## src/rtl/arb_pkg.sv

```systemverilog
// Shared types and default sizing for the fetch/data memory arbiter.
package arb_pkg;

    localparam int ARB_ADDR_W     = 16;
    localparam int ARB_DATA_W     = 16;
    localparam int ARB_STARVE_MAX = 4;

    typedef enum logic [1:0] {
        IDLE    = 2'd0,
        IF_BUSY = 2'd1,
        DM_BUSY = 2'd2
    } arb_state_t;

endpackage

```

## src/rtl/mem_arb_starve.sv

```systemverilog
// Fetch-starvation counter: counts back-to-back data grants taken while a fetch waits
// and asks for the next grant to go to fetch once the limit is reached.
module mem_arb_starve
    import arb_pkg::*;
#(
    parameter int STARVE_MAX = ARB_STARVE_MAX
) (
    input  logic clk,
    input  logic rst,
    input  logic if_req,
    input  logic grant_if,
    input  logic grant_dm,
    output logic force_if
);

    localparam int CNT_W = $clog2(STARVE_MAX + 1);
    localparam logic [CNT_W-1:0] LIMIT = CNT_W'(STARVE_MAX);

    logic [CNT_W-1:0] count;

    // A fetch that stops waiting or finally wins forgets its accumulated starvation.
    always_ff @(posedge clk or negedge rst) begin
        if (!rst) begin
            count <= '0;
        end else if (!if_req || grant_if) begin
            count <= '0;
        end else if (grant_dm && count != LIMIT) begin
            count <= count + CNT_W'(1);
        end
    end

    assign force_if = (count == LIMIT);

endmodule

```

## src/rtl/mem_arbiter.sv

```systemverilog
// Single-port memory arbiter between instruction fetch and load/store, data side first.
// Defining ARB_STARVE_GUARD_EN adds a bound on how long fetch can be starved.
module mem_arbiter
    import arb_pkg::*;
#(
    parameter int ADDR_W     = ARB_ADDR_W,
    parameter int DATA_W     = ARB_DATA_W,
    parameter int STARVE_MAX = ARB_STARVE_MAX
) (
    input  logic              clk,
    input  logic              rst,
    input  logic              if_req,
    input  logic [ADDR_W-1:0] if_addr,
    output logic [DATA_W-1:0] if_rdata,
    output logic              if_valid,
    input  logic              dm_req,
    input  logic              dm_we,
    input  logic [ADDR_W-1:0] dm_addr,
    input  logic [DATA_W-1:0] dm_wdata,
    output logic [DATA_W-1:0] dm_rdata,
    output logic              dm_valid,
    output logic              mem_req,
    output logic              mem_we,
    output logic [ADDR_W-1:0] mem_addr,
    output logic [DATA_W-1:0] mem_wdata,
    input  logic [DATA_W-1:0] mem_rdata,
    input  logic              mem_ready,
    output logic              PC_we,
    output logic              busy
);

    if (STARVE_MAX < 1) begin : g_starve_max_check
        $error("mem_arbiter: STARVE_MAX must be at least 1");
    end

    arb_state_t state_q, state_d;
    logic done, arb_en, grant_if, grant_dm, force_if;

    // mem_ready only means something while a transaction is outstanding.
    assign done     = (state_q != IDLE) && mem_ready;
    assign arb_en   = (state_q == IDLE) || mem_ready;
    assign grant_if = arb_en && if_req && (!dm_req || force_if);
    assign grant_dm = arb_en && dm_req && !grant_if;

`ifdef ARB_STARVE_GUARD_EN
    mem_arb_starve #(
        .STARVE_MAX(STARVE_MAX)
    ) u_starve (
        .clk     (clk),
        .rst     (rst),
        .if_req  (if_req),
        .grant_if(grant_if),
        .grant_dm(grant_dm),
        .force_if(force_if)
    );
`else
    assign force_if = 1'b0;
`endif

    always_ff @(posedge clk or negedge rst) begin
        if (!rst) begin
            state_q <= IDLE;
        end else begin
            state_q <= state_d;
        end
    end

    always_comb begin
        state_d = state_q;
        if (arb_en) begin
            if (grant_dm) begin
                state_d = DM_BUSY;
            end else if (grant_if) begin
                state_d = IF_BUSY;
            end else begin
                state_d = IDLE;
            end
        end
    end

    // Completion data is captured on the mem_ready edge; the new grant is launched on the same edge.
    always_ff @(posedge clk or negedge rst) begin
        if (!rst) begin
            mem_req   <= 1'b0;
            mem_we    <= 1'b0;
            mem_addr  <= '0;
            mem_wdata <= '0;
            if_rdata  <= '0;
            dm_rdata  <= '0;
            if_valid  <= 1'b0;
            dm_valid  <= 1'b0;
        end else begin
            if_valid <= done && (state_q == IF_BUSY);
            dm_valid <= done && (state_q == DM_BUSY);
            if (done && state_q == IF_BUSY) begin
                if_rdata <= mem_rdata;
            end
            if (done && state_q == DM_BUSY && !mem_we) begin
                dm_rdata <= mem_rdata;
            end
            if (grant_dm) begin
                mem_req   <= 1'b1;
                mem_we    <= dm_we;
                mem_addr  <= dm_addr;
                mem_wdata <= dm_wdata;
            end else if (grant_if) begin
                mem_req  <= 1'b1;
                mem_we   <= 1'b0;
                mem_addr <= if_addr;
            end else if (arb_en) begin
                mem_req <= 1'b0;
                mem_we  <= 1'b0;
            end
        end
    end

    assign busy  = (state_q != IDLE);
    assign PC_we = if_valid;

endmodule
```

## config.mk

```make
export PLATFORM = sky130hd
export DESIGN_NAME = mem_arbiter
export DESIGN_NICKNAME = d
export VERILOG_FILES = /design/src/rtl/arb_pkg.sv /design/src/rtl/mem_arb_starve.sv /design/src/rtl/mem_arbiter.sv
export SDC_FILE = /design/constraint.sdc
export NUM_CORES = 1
export LEC_CHECK = 0
export BUFFER_PORTS_ARGS = -buffer_cell sky130_fd_sc_hd__buf_2
export CAP_MARGIN = 25
export CORE_MARGIN = 2
export CORE_UTILIZATION = 49
export DETAILED_ROUTE_END_ITERATION = 8
export PLACE_DENSITY_LB_ADDON = 0.3
export SYNTH_ARGS = -nofsm -noshare
export SYNTH_HDL_FRONTEND = slang
export SYNTH_SLANG_ARGS = --single-unit
```

## constraint.sdc

```tcl
create_clock -name clk -period 4.8 [get_ports clk]
set_clock_uncertainty 0.1 [all_clocks]
set_input_delay 0.72 -clock clk [delete_from_list [all_inputs] [get_ports clk]]
set_output_delay 0.72 -clock clk [all_outputs]
set_load 0.02 [all_outputs]
```

==> results.py, run 1 <==
metrics = {
    "setup_path": {
        "crit_fanout": 34,
        "reg2reg_setup_slack_ns": 2.77,
        "end_kind": "register",
        "cp.arrival_ns": 2.15,
        "required_ns": 4.92,
        "critPathKind": "reg2reg",
        "startpoint_type": "register",
    },
    "routing": {
        "drt_iter0_drc": 40,
        "vias": 2224,
        "wl_per_cell_um": 14.5,
        "dr_wl_met2_um": 2930,
        "drcViolationCount": 0,
        "drt-total-wl_um": 6310,
        "wl_met1_um": 2750,
        "topRoutingLayerUsed": "met4",
        "firstDrtPassIters": 4,
        "vias_per_cell": 5.11,
        "route.met3.wl_um": 576,
        "ant_nets": 0,
    },
    "clock_tree": {
        "ctsHoldBuffers": 0,
        "insertion_delay_ns": 0.33,
        "cts_buffer_depth": 2,
        "root_buffer": "clkbuf_8",
        "post_cts_buffers": 0,
        "numCtsBuffers": 9,
        "post_cts_resized": 0,
        "cts.htree.levels": 3,
        "cts_tree": "yes",
        "cts.sinks": 70,
        "clkTransAtPathRegs_ns": 0.07,
    },
    "placed_design": {
        "place_inst": 419,
        "portBuffers": 139,
        "dpl.hpwl_um": 4640,
        "place_ws_ns": 2.43,
        "place_area_sq_mm": 0.00363,
        "place_congestion": 0.724,
    },
    "global_routing": {
        "track_usage": 0.197,
        "grt_start_max_net_pins": 42,
        "grt_pass1_wl_um": 9730,
        "overflow": 0,
        "antenna_found_initial": 0,
        "grt_pass1_vias": 2029,
    },
    "sta": {
        "rsz0062_at_grt": "false",
        "post-route-period-util": 0.423,
        "final-hold-violation-count": 0,
        "final.setup.worst_slack_ns": 2.77,
        "drv_slew": 0,
        "setup_viol": 0,
        "slew_headroom": 0.347,
        "setup_tns_ns": 0,
        "max_freq_mhz": 492,
        "tightest_slew_ns": 0.977,
        "fin_crit_ns": 2.03,
    },
    "synthesis": {
        "synth.most_common_cell": "dfrtp_1",
        "seq_area_frac_synth": 0.599,
        "ys_types": 21,
        "ys_warn_count": 0,
        "synth_flop_cell": "dfrtp_1",
        "synth_top_area_cell": "dfrtp_1",
        "synth_common_cells": "dfrtp_1, nand3_1, mux2_2, mux2_4, o21ai_0",
        "synth-seq-cells": 70,
        "syn-num-nets": 288,
        "ys_async_sr_fraction": 1.00,
        "synth_edf_count": 0,
        "synth_area_sq_mm": 0.00293,
        "netlist.area_leader.share": 0.599,
        "ys_top_cells_by_area": "dfrtp_1, mux2_2, mux2_4",
        "avgSynthCellArea_sq_um": 13.4,
        "syn_inst": 218,
    },
    "finish": {
        "design_area_sq_mm": 0.00383,
        "finalCoreUtilization": 0.655,
        "final_cells": 435,
        "final_nets": 425,
        "drive_gt1_frac": 0.586,
        "syn_to_final_growth_pct": 31.1,
        "diodes": 0,
    },
    "die": {
        "core_sq_mm": 0.00585,
        "dieWidth_um": 81.3,
        "num_io_pins": 140,
        "die_area_sq_mm": 0.00660,
        "num_rows": 28,
        "initial_utilization": 0.500,
        "chipHeight_um": 81.3,
    },
    "power": {
        "ir_drop_v": 0.000217,
        "power_density_mw_per_mm2": 489,
        "power.leakage_nw": 1.97,
    },
    "outcome": {
        "status": "finished clean",
    },
    "run": {
        "cap_viol_max_count": 0,
    },
    "worst_hold_path": {
        "min_path_type": "in2async",
    },
}
## critical path, cell delays in order, from the launching register on
cell	delay, ns
dfrtp_1	0.48
o21bai_4	0.65
nand2_4	0.31
mux2_4	0.37
## per-layer routing
metal	GRT usage	vias to the layer above
li1	-	1040
met1	0.271	1075
met2	0.284	103
met3	0.0622	6
met4	0.0966	0
met5	0	-
## layout make-up
cell class | instances | area (sq um)
clock buffers | 11 | 151
clock inverters | 5 | 57.6
fillers | 478 | 2020
inverters | 3 | 11.3
multi-input cells | 130 | 1060
flip-flops and latches | 70 | 1750
well taps | 75 | 93.8
repair buffers | 141 | 711
## kinds of logic (layout without fill, tap and decap cells)
kind of cell | count (synthesis) | after routing | synth area share
AO/OA/AOI/OAI | 22 | 22 | 0.0441
buffers and inverters | 18 | 160 | 0.0393
flip-flops | 70 | 70 | 0.599
multiplexers | 48 | 48 | 0.209
AND/OR/NAND/NOR | 60 | 60 | 0.109
## where the power goes
part	switching (mW)	internal, mW	total, mW	leakage [nW]
clock	0.214	0.268	0.482	0.109
sequential	0.0765	0.731	0.808	0.838
combinational	0.334	0.251	0.585	1.02
## flip-flops by register name (all words and copies together) (netlist names)
register   count
mem_wdata     16
mem_addr      16
mem_we         1
dm_rdata      16
mem_req        1
if_rdata      16
dm_valid       1
state_q        2
PC_we          1
## metrics by stage
stage / total power, mW / hold WS (ns)
floorplan: 1.19 / 0.324
CTS: 1.90 / 0.324
global placement: 1.39 / 0.361
finish: 1.87 / 0.310
detailed placement: 1.41 / 0.374
global route: 1.97 / 0.352
## placed cells by master, fill, tap and decap left out
master and count:
clkinv_4 2, buf_2 139, o21ba_2 1, nand2_1 4
clkbuf_8 11, buf_4 2, nand3_2 1, o21ai_0 19
nor3_4 1, bufinv_16 1, o21ai_1 1, nor2_1 2
nor2b_1 1, dfrtp_1 70, clkinv_2 2, mux2_4 19
inv_1 3, nand2_4 1, nand3_1 49, nand2_2 1
o21bai_4 1, mux2_2 29
## worst paths after layout
kind                                  from       endpoint  depth (start not counted)
worst max-delay path            state_q[0]  mem_wdata[12]                          3
worst min-delay path                   rst   if_rdata[12]                          1
worst max register to register  state_q[0]  mem_wdata[12]                          3
worst min register to register     mem_req        mem_req                          2
max in group asynchronous              rst   mem_wdata[9]                          2
min in group clk                   mem_req        mem_req                          2
No activity file was read; power rests on OpenSTA's default activity.
==> inputs of run 2 (changes only) <==
ABC_AREA = 1   (was unset)
CORE_UTILIZATION = 46   (was 49)
clock period = 2.1 ns   (was 4.8 ns; I/O delays follow)
==> run 2 against run 1 <==
Net effect: die area is 7.5% higher; highest routed layer unchanged; critical endpoint is now mem_addr[12]; first-iteration DRC count increased to 3.4 times the previous value; cell count grew 31%.
==> results.py, run 2 <==
metrics = {
    "outcome": {
        "status": "finished clean",
    },
    "finish": {
        "drive_gt1_frac": 0.338,
        "design_area_sq_mm": 0.00394,
        "final_nets": 559,
        "syn_to_final_growth_pct": 32.9,
        "layout_commonest_cell": "buf_2",
        "mostFrequentLayoutCells": "buf_2, nand2_1, dfrtp_1",
    },
    "global_routing": {
        "overflow": 0,
        "met3_usage": 0.0442,
        "track_usage": 0.201,
        "grt_start_max_net_pins": 71,
        "met2_usage": 0.320,
        "grt_pass1_wl_um": 11400,
        "grtUsageMet1": 0.261,
        "grt_pass1_vias": 2595,
        "grt.busiest_layer": "met2",
        "antenna_found_initial": 1,
    },
    "die": {
        "dieWidth_um": 84.2,
        "chipHeight_um": 84.2,
        "die_area_sq_mm": 0.00710,
        "core_sq_mm": 0.00628,
        "initial_utilization": 0.472,
        "num_io_pins": 140,
        "num_rows": 29,
    },
    "sta": {
        "setup_tns_ns": 0,
        "fin_crit_ns": 1.60,
        "post-route-period-util": 0.764,
        "setup_viol": 0,
        "slew_headroom": 0.756,
        "tightest_slew_ns": 0.366,
        "max_freq_mhz": 624,
        "final-hold-violation-count": 0,
        "drv_slew": 0,
        "rsz0062_at_grt": "false",
    },
    "setup_path": {
        "cp.arrival_ns": 1.72,
        "r2r_end": "mem_addr[12]",
        "reg2reg_depth": 6,
        "crit_start": "state_q[1]",
        "critPathKind": "reg2reg",
        "end_kind": "register",
        "startpoint_type": "register",
        "required_ns": 2.21,
        "crit_end": "mem_addr[12]",
        "crit_fanout": 17,
        "timing.rr.start": "state_q[1]",
        "reg2reg_setup_slack_ns": 0.50,
    },
    "synthesis": {
        "netlist.area_leader.share": 0.591,
        "synth_area_sq_mm": 0.00296,
        "syn_inst": 350,
        "synth_common_cells": "nand2_1, dfrtp_1, inv_1, nand3_1, o21ai_0",
        "synth.most_common_cell": "nand2_1",
        "synth-seq-cells": 70,
        "ys_warn_count": 0,
        "ys_top_cells_by_area": "dfrtp_1, nand2_1, nand3_1",
        "synth_flop_cell": "dfrtp_1",
        "ys_types": 18,
        "synth_top_area_cell": "dfrtp_1",
        "synth_edf_count": 0,
        "avgSynthCellArea_sq_um": 8.46,
        "syn-num-nets": 420,
        "seq_area_frac_synth": 0.591,
        "ys_async_sr_fraction": 1.00,
    },
    "power": {
        "power.leakage_nw": 2.37,
        "p_switching_mw": 1.47,
        "ir_drop_v": 0.000607,
        "internal_power_mw": 2.66,
        "p_comb_frac": 0.302,
        "clkPwrFrac": 0.257,
        "p_total_mw": 4.13,
        "switching_share": 0.356,
        "p_seq_frac": 0.440,
        "power_density_mw_per_mm2": 1050,
    },
    "placed_design": {
        "place_congestion": 0.812,
        "place_area_sq_mm": 0.00372,
        "dpl.hpwl_um": 4870,
        "portBuffers": 139,
    },
    "clock_tree": {
        "insertion_delay_ns": 0.33,
        "clkTransAtPathRegs_ns": 0.07,
        "numCtsBuffers": 9,
        "cts_buffer_depth": 2,
        "root_buffer": "clkbuf_8",
        "cts.htree.levels": 3,
        "cts.sinks": 70,
        "cts_tree": "yes",
    },
    "routing": {
        "drcViolationCount": 0,
        "vias_per_cell": 4.63,
        "firstDrtPassIters": 4,
        "drt_iter0_drc": 136,
        "drt-total-wl_um": 6910,
        "wl_per_cell_um": 12.1,
        "vias": 2646,
        "ant_nets": 0,
    },
    "worst_hold_path": {
        "min_path_type": "in2reg",
    },
    "run": {
        "cap_viol_max_count": 0,
    },
}
[run 2: cell types whose count changed after synthesis, sizes merged, moves of 3 or more]
cell / delta
nand2: +112
inv: +51
mux2: -48
o21ai: +16
clkbuf: +7
buf: -3
[run 2: critical path: stages (launching register included)]
cell and delay (ns):
dfrtp_1 0.43, o21ai_4 0.20, nand2_2 0.18, nand2_4 0.24
inv_2 0.18, nand2_1 0.10, nand2_1 0.05
[run 2: power by group through the flow]
| stage | clock (mW) | sequential (mW) | combinational [mW] |
|---|---|---|---|
| 3_5_place_dp | 0 | 1.83 | 1.26 |
| 3_3_place_gp | 0 | 1.83 | 1.23 |
| 2_1_floorplan | 0 | 2.22 | 0.377 |
| 5_1_grt | 1.15 | 1.85 | 1.37 |
| 4_1_cts | 1.09 | 1.81 | 1.26 |
| 6_report | 1.06 | 1.82 | 1.25 |
[run 2: worst min-delay path by stage]
stage | from | to | slack, ns | cells after the start
6_report | mem_ready | state_q[1] | 0.08 | 2
5_1_grt | mem_ready | state_q[1] | 0.09 | 2
2_1_floorplan | rst | PC_we | -0.08 | 0
3_3_place_gp | rst | PC_we | 0.27 | 2
4_1_cts | mem_ready | state_q[1] | 0.07 | 2
3_5_place_dp | rst | if_rdata[10] | 0.27 | 2
[run 2: logic make-up after synthesis]
kind of cell	after synthesis	synth area share
AO/OA/AOI/OAI	36	0.0646
buffers and inverters	73	0.100
flip-flops	70	0.591
AND/OR/NAND/NOR	171	0.244
[run 2: routing by layer]
metal	vias to the layer above	share of wire
met1	1164	0.45
met3	10	0.074
met5	-	0
met2	117	0.46
li1	1355	-
met4	0	0.017
[run 2: final cells by class]
| cell class | count | area [sq um] |
|---|---|---|
| diodes | 1 | 2.50 |
| clock buffers | 10 | 138 |
| clock inverters | 6 | 61.3 |
| fillers | 574 | 2340 |
| inverters | 54 | 203 |
| multi-input cells | 207 | 913 |
| flip-flops and latches | 70 | 1750 |
| well taps | 77 | 96.3 |
| repair buffers | 147 | 771 |
[run 2: per-stage QoR]
| stage | utilization | worst slack [ns] | instances | hold WS [ns] |
|---|---|---|---|---|
| 3_5_place_dp | 0.593 | 0.431 | 554 | 0.268 |
| 2_1_floorplan | - | 0.697 | 350 | -0.0806 |
| 3_3_place_gp | 0.593 | 0.495 | 554 | 0.266 |
| 5_1_grt | 0.627 | 0.355 | 572 | 0.0949 |
| 6_report | 0.627 | 0.496 | 572 | 0.0833 |
| 4_1_cts | 0.627 | 0.501 | 571 | 0.0703 |
[run 2: timing repair]
action | in CTS | in global routing
endpoints found under the hold margin | 70 | 0
hold buffers | 1 | 0
buffers inserted | 0 | 0
resized for setup | 0 | 0
==> inputs of run 3 (changes only) <==
clock period = 1.55 ns   (was 2.1 ns; I/O delays follow)
==> run 3 against run 2 <==
Net effect: clock power grew 52%; non-clock buffer count grew 4; count of clock-buffer cells in the layout shrank 1; sequential share of layout area shrank 1.1 points; combinational power grew 38%; critical endpoint is now busy; register-to-register slack lost 0.34 ns; core utilization grew 1.6 points; highest routed layer unchanged.
==> results.py, run 3 (synthesis results as in run 2) <==
metrics = {
    "sta": {
        "setup_tns_ns": 0,
        "tightest_slew_ns": 0.316,
        "final-hold-violation-count": 0,
        "fin_crit_ns": 1.44,
        "setup_viol": 0,
        "post-route-period-util": 0.928,
        "drv_slew": 0,
        "final.setup.worst_slack_ns": 0.112,
        "max_freq_mhz": 695,
        "slew_headroom": 0.789,
        "rsz0062_at_grt": "false",
    },
    "global_routing": {
        "grt_pass1_wl_um": 12000,
        "grt_pass1_vias": 2578,
        "grt_start_max_net_pins": 37,
        "overflow": 0,
        "antenna_found_initial": 1,
        "track_usage": 0.210,
    },
    "finish": {
        "final_cells": 576,
        "syn_to_final_growth_pct": 36.2,
        "finalCoreUtilization": 0.643,
        "final_nets": 563,
        "design_area_sq_mm": 0.00403,
        "drive_gt1_frac": 0.341,
        "layout_commonest_cell": "buf_2",
        "mostFrequentLayoutCells": "buf_2, nand2_1, dfrtp_1",
    },
    "setup_path": {
        "crit_chain": "nor2_1 > inv_1 > buf_2",
        "reg2reg_depth": 6,
        "crit_fanout": 5,
        "cpPeakStageDelay_ns": 0.45,
        "reg2reg_setup_slack_ns": 0.16,
        "timing.rr.start": "state_q[0]",
        "slowest_stage": "dfrtp_1",
        "cp.arrival_ns": 1.11,
        "required_ns": 1.22,
        "end_kind": "output pin",
        "critPathKind": "reg2out",
        "startpoint_type": "register",
        "r2r_end": "mem_addr[11]",
    },
    "die": {
        "die_area_sq_mm": 0.00710,
        "num_rows": 29,
        "num_io_pins": 140,
        "core_sq_mm": 0.00628,
        "chipHeight_um": 84.2,
        "dieWidth_um": 84.2,
        "initial_utilization": 0.472,
    },
    "routing": {
        "wl_per_cell_um": 12.1,
        "ant_nets": 0,
        "vias": 2673,
        "drcViolationCount": 0,
        "drt-total-wl_um": 6950,
        "vias_per_cell": 4.64,
        "firstDrtPassIters": 4,
        "drt_iter0_drc": 96,
    },
    "power": {
        "ir_drop_v": 0.000979,
        "power_density_mw_per_mm2": 1440,
        "power.leakage_nw": 2.41,
    },
    "clock_tree": {
        "cts_tree": "yes",
        "insertion_delay_ns": 0.33,
        "clkTransAtPathRegs_ns": 0.08,
        "cts_buffer_depth": 2,
        "root_buffer": "clkbuf_8",
        "numCtsBuffers": 9,
        "cts.sinks": 70,
        "cts.htree.levels": 3,
    },
    "run": {
        "cap_viol_max_count": 0,
    },
    "placed_design": {
        "place_congestion": 0.793,
        "place_ws_ns": 0.117,
        "dpl.hpwl_um": 5080,
        "portBuffers": 139,
        "place_area_sq_mm": 0.00378,
        "place_inst": 557,
    },
    "worst_hold_path": {
        "min_from": "dm_wdata[9]",
        "min_path_type": "in2reg",
        "hold_end": "mem_wdata[9]",
        "min_path_cells": 3,
    },
    "outcome": {
        "status": "finished clean",
    },
}
-- run 3: cell types whose count changed in the layout (fill, tap and decap cells not counted), sizes merged --
| cell | delta |
|---|---|
| buf | +3 |
| dlygate4sd3 | +1 |
| bufinv | +1 |
| clkbuf | -1 |
-- run 3: metrics by stage --
step | power (mW) | hold slack, ns
floorplan | 3.51 | -0.163
finish | 5.80 | 0.0192
CTS | 5.86 | 0.0103
global placement | 4.18 | 0.0388
detailed placement | 4.23 | 0.0409
global route | 6.14 | 0.0281
-- run 3: worst max-delay path by stage --
stage                    to  cells after the start       start
2_1_floorplan  mem_addr[10]                      7  state_q[0]
3_3_place_gp   mem_addr[13]                      6  state_q[0]
3_5_place_dp   mem_addr[11]                      6  state_q[0]
4_1_cts                busy                      3  state_q[0]
5_1_grt        mem_addr[11]                      6  state_q[0]
6_report               busy                      3  state_q[0]
-- run 3: what timing repair did --
item / CTS / global route
hold endpoints to repair: 25 / 0
buffers inserted: 0 / 0
gates resized for setup: 0 / 1
endpoints found under the setup margin: 0 / 3
hold buffers: 2 / 0
-- run 3: worst max-delay path, delay by kind of cell, from the launching register on --
kind	cells	cell delay [ns]
flops	1	0.45
simple gates	1	0.11
buf+inv	2	0.21
-- run 3: cell type report --
type | instances | area, sq um
repair buffers | 151 | 845
fillers | 573 | 2240
inverters | 54 | 203
well taps | 77 | 96.3
clock buffers | 9 | 124
flip-flops and latches | 70 | 1750
clock inverters | 7 | 98.8
diodes | 1 | 2.50
multi-input cells | 207 | 913
-- run 3: routing by layer --
layer / vias up / part of all wire / track usage
li1: 1362 / - / -
met1: 1199 / 0.45 / 0.285
met2: 97 / 0.46 / 0.328
met3: 15 / 0.065 / 0.0442
met4: 0 / 0.023 / 0.0894
met5: - / 0 / 0
-- run 3: power by group --
| group | switching (mW) | leakage [nW] | internal, mW |
|---|---|---|---|
| sequential | 0.222 | 0.863 | 2.24 |
| clock | 0.700 | 0.109 | 0.911 |
| combinational | 1.12 | 1.44 | 0.607 |
| total | 2.04 | 2.41 | 3.76 |
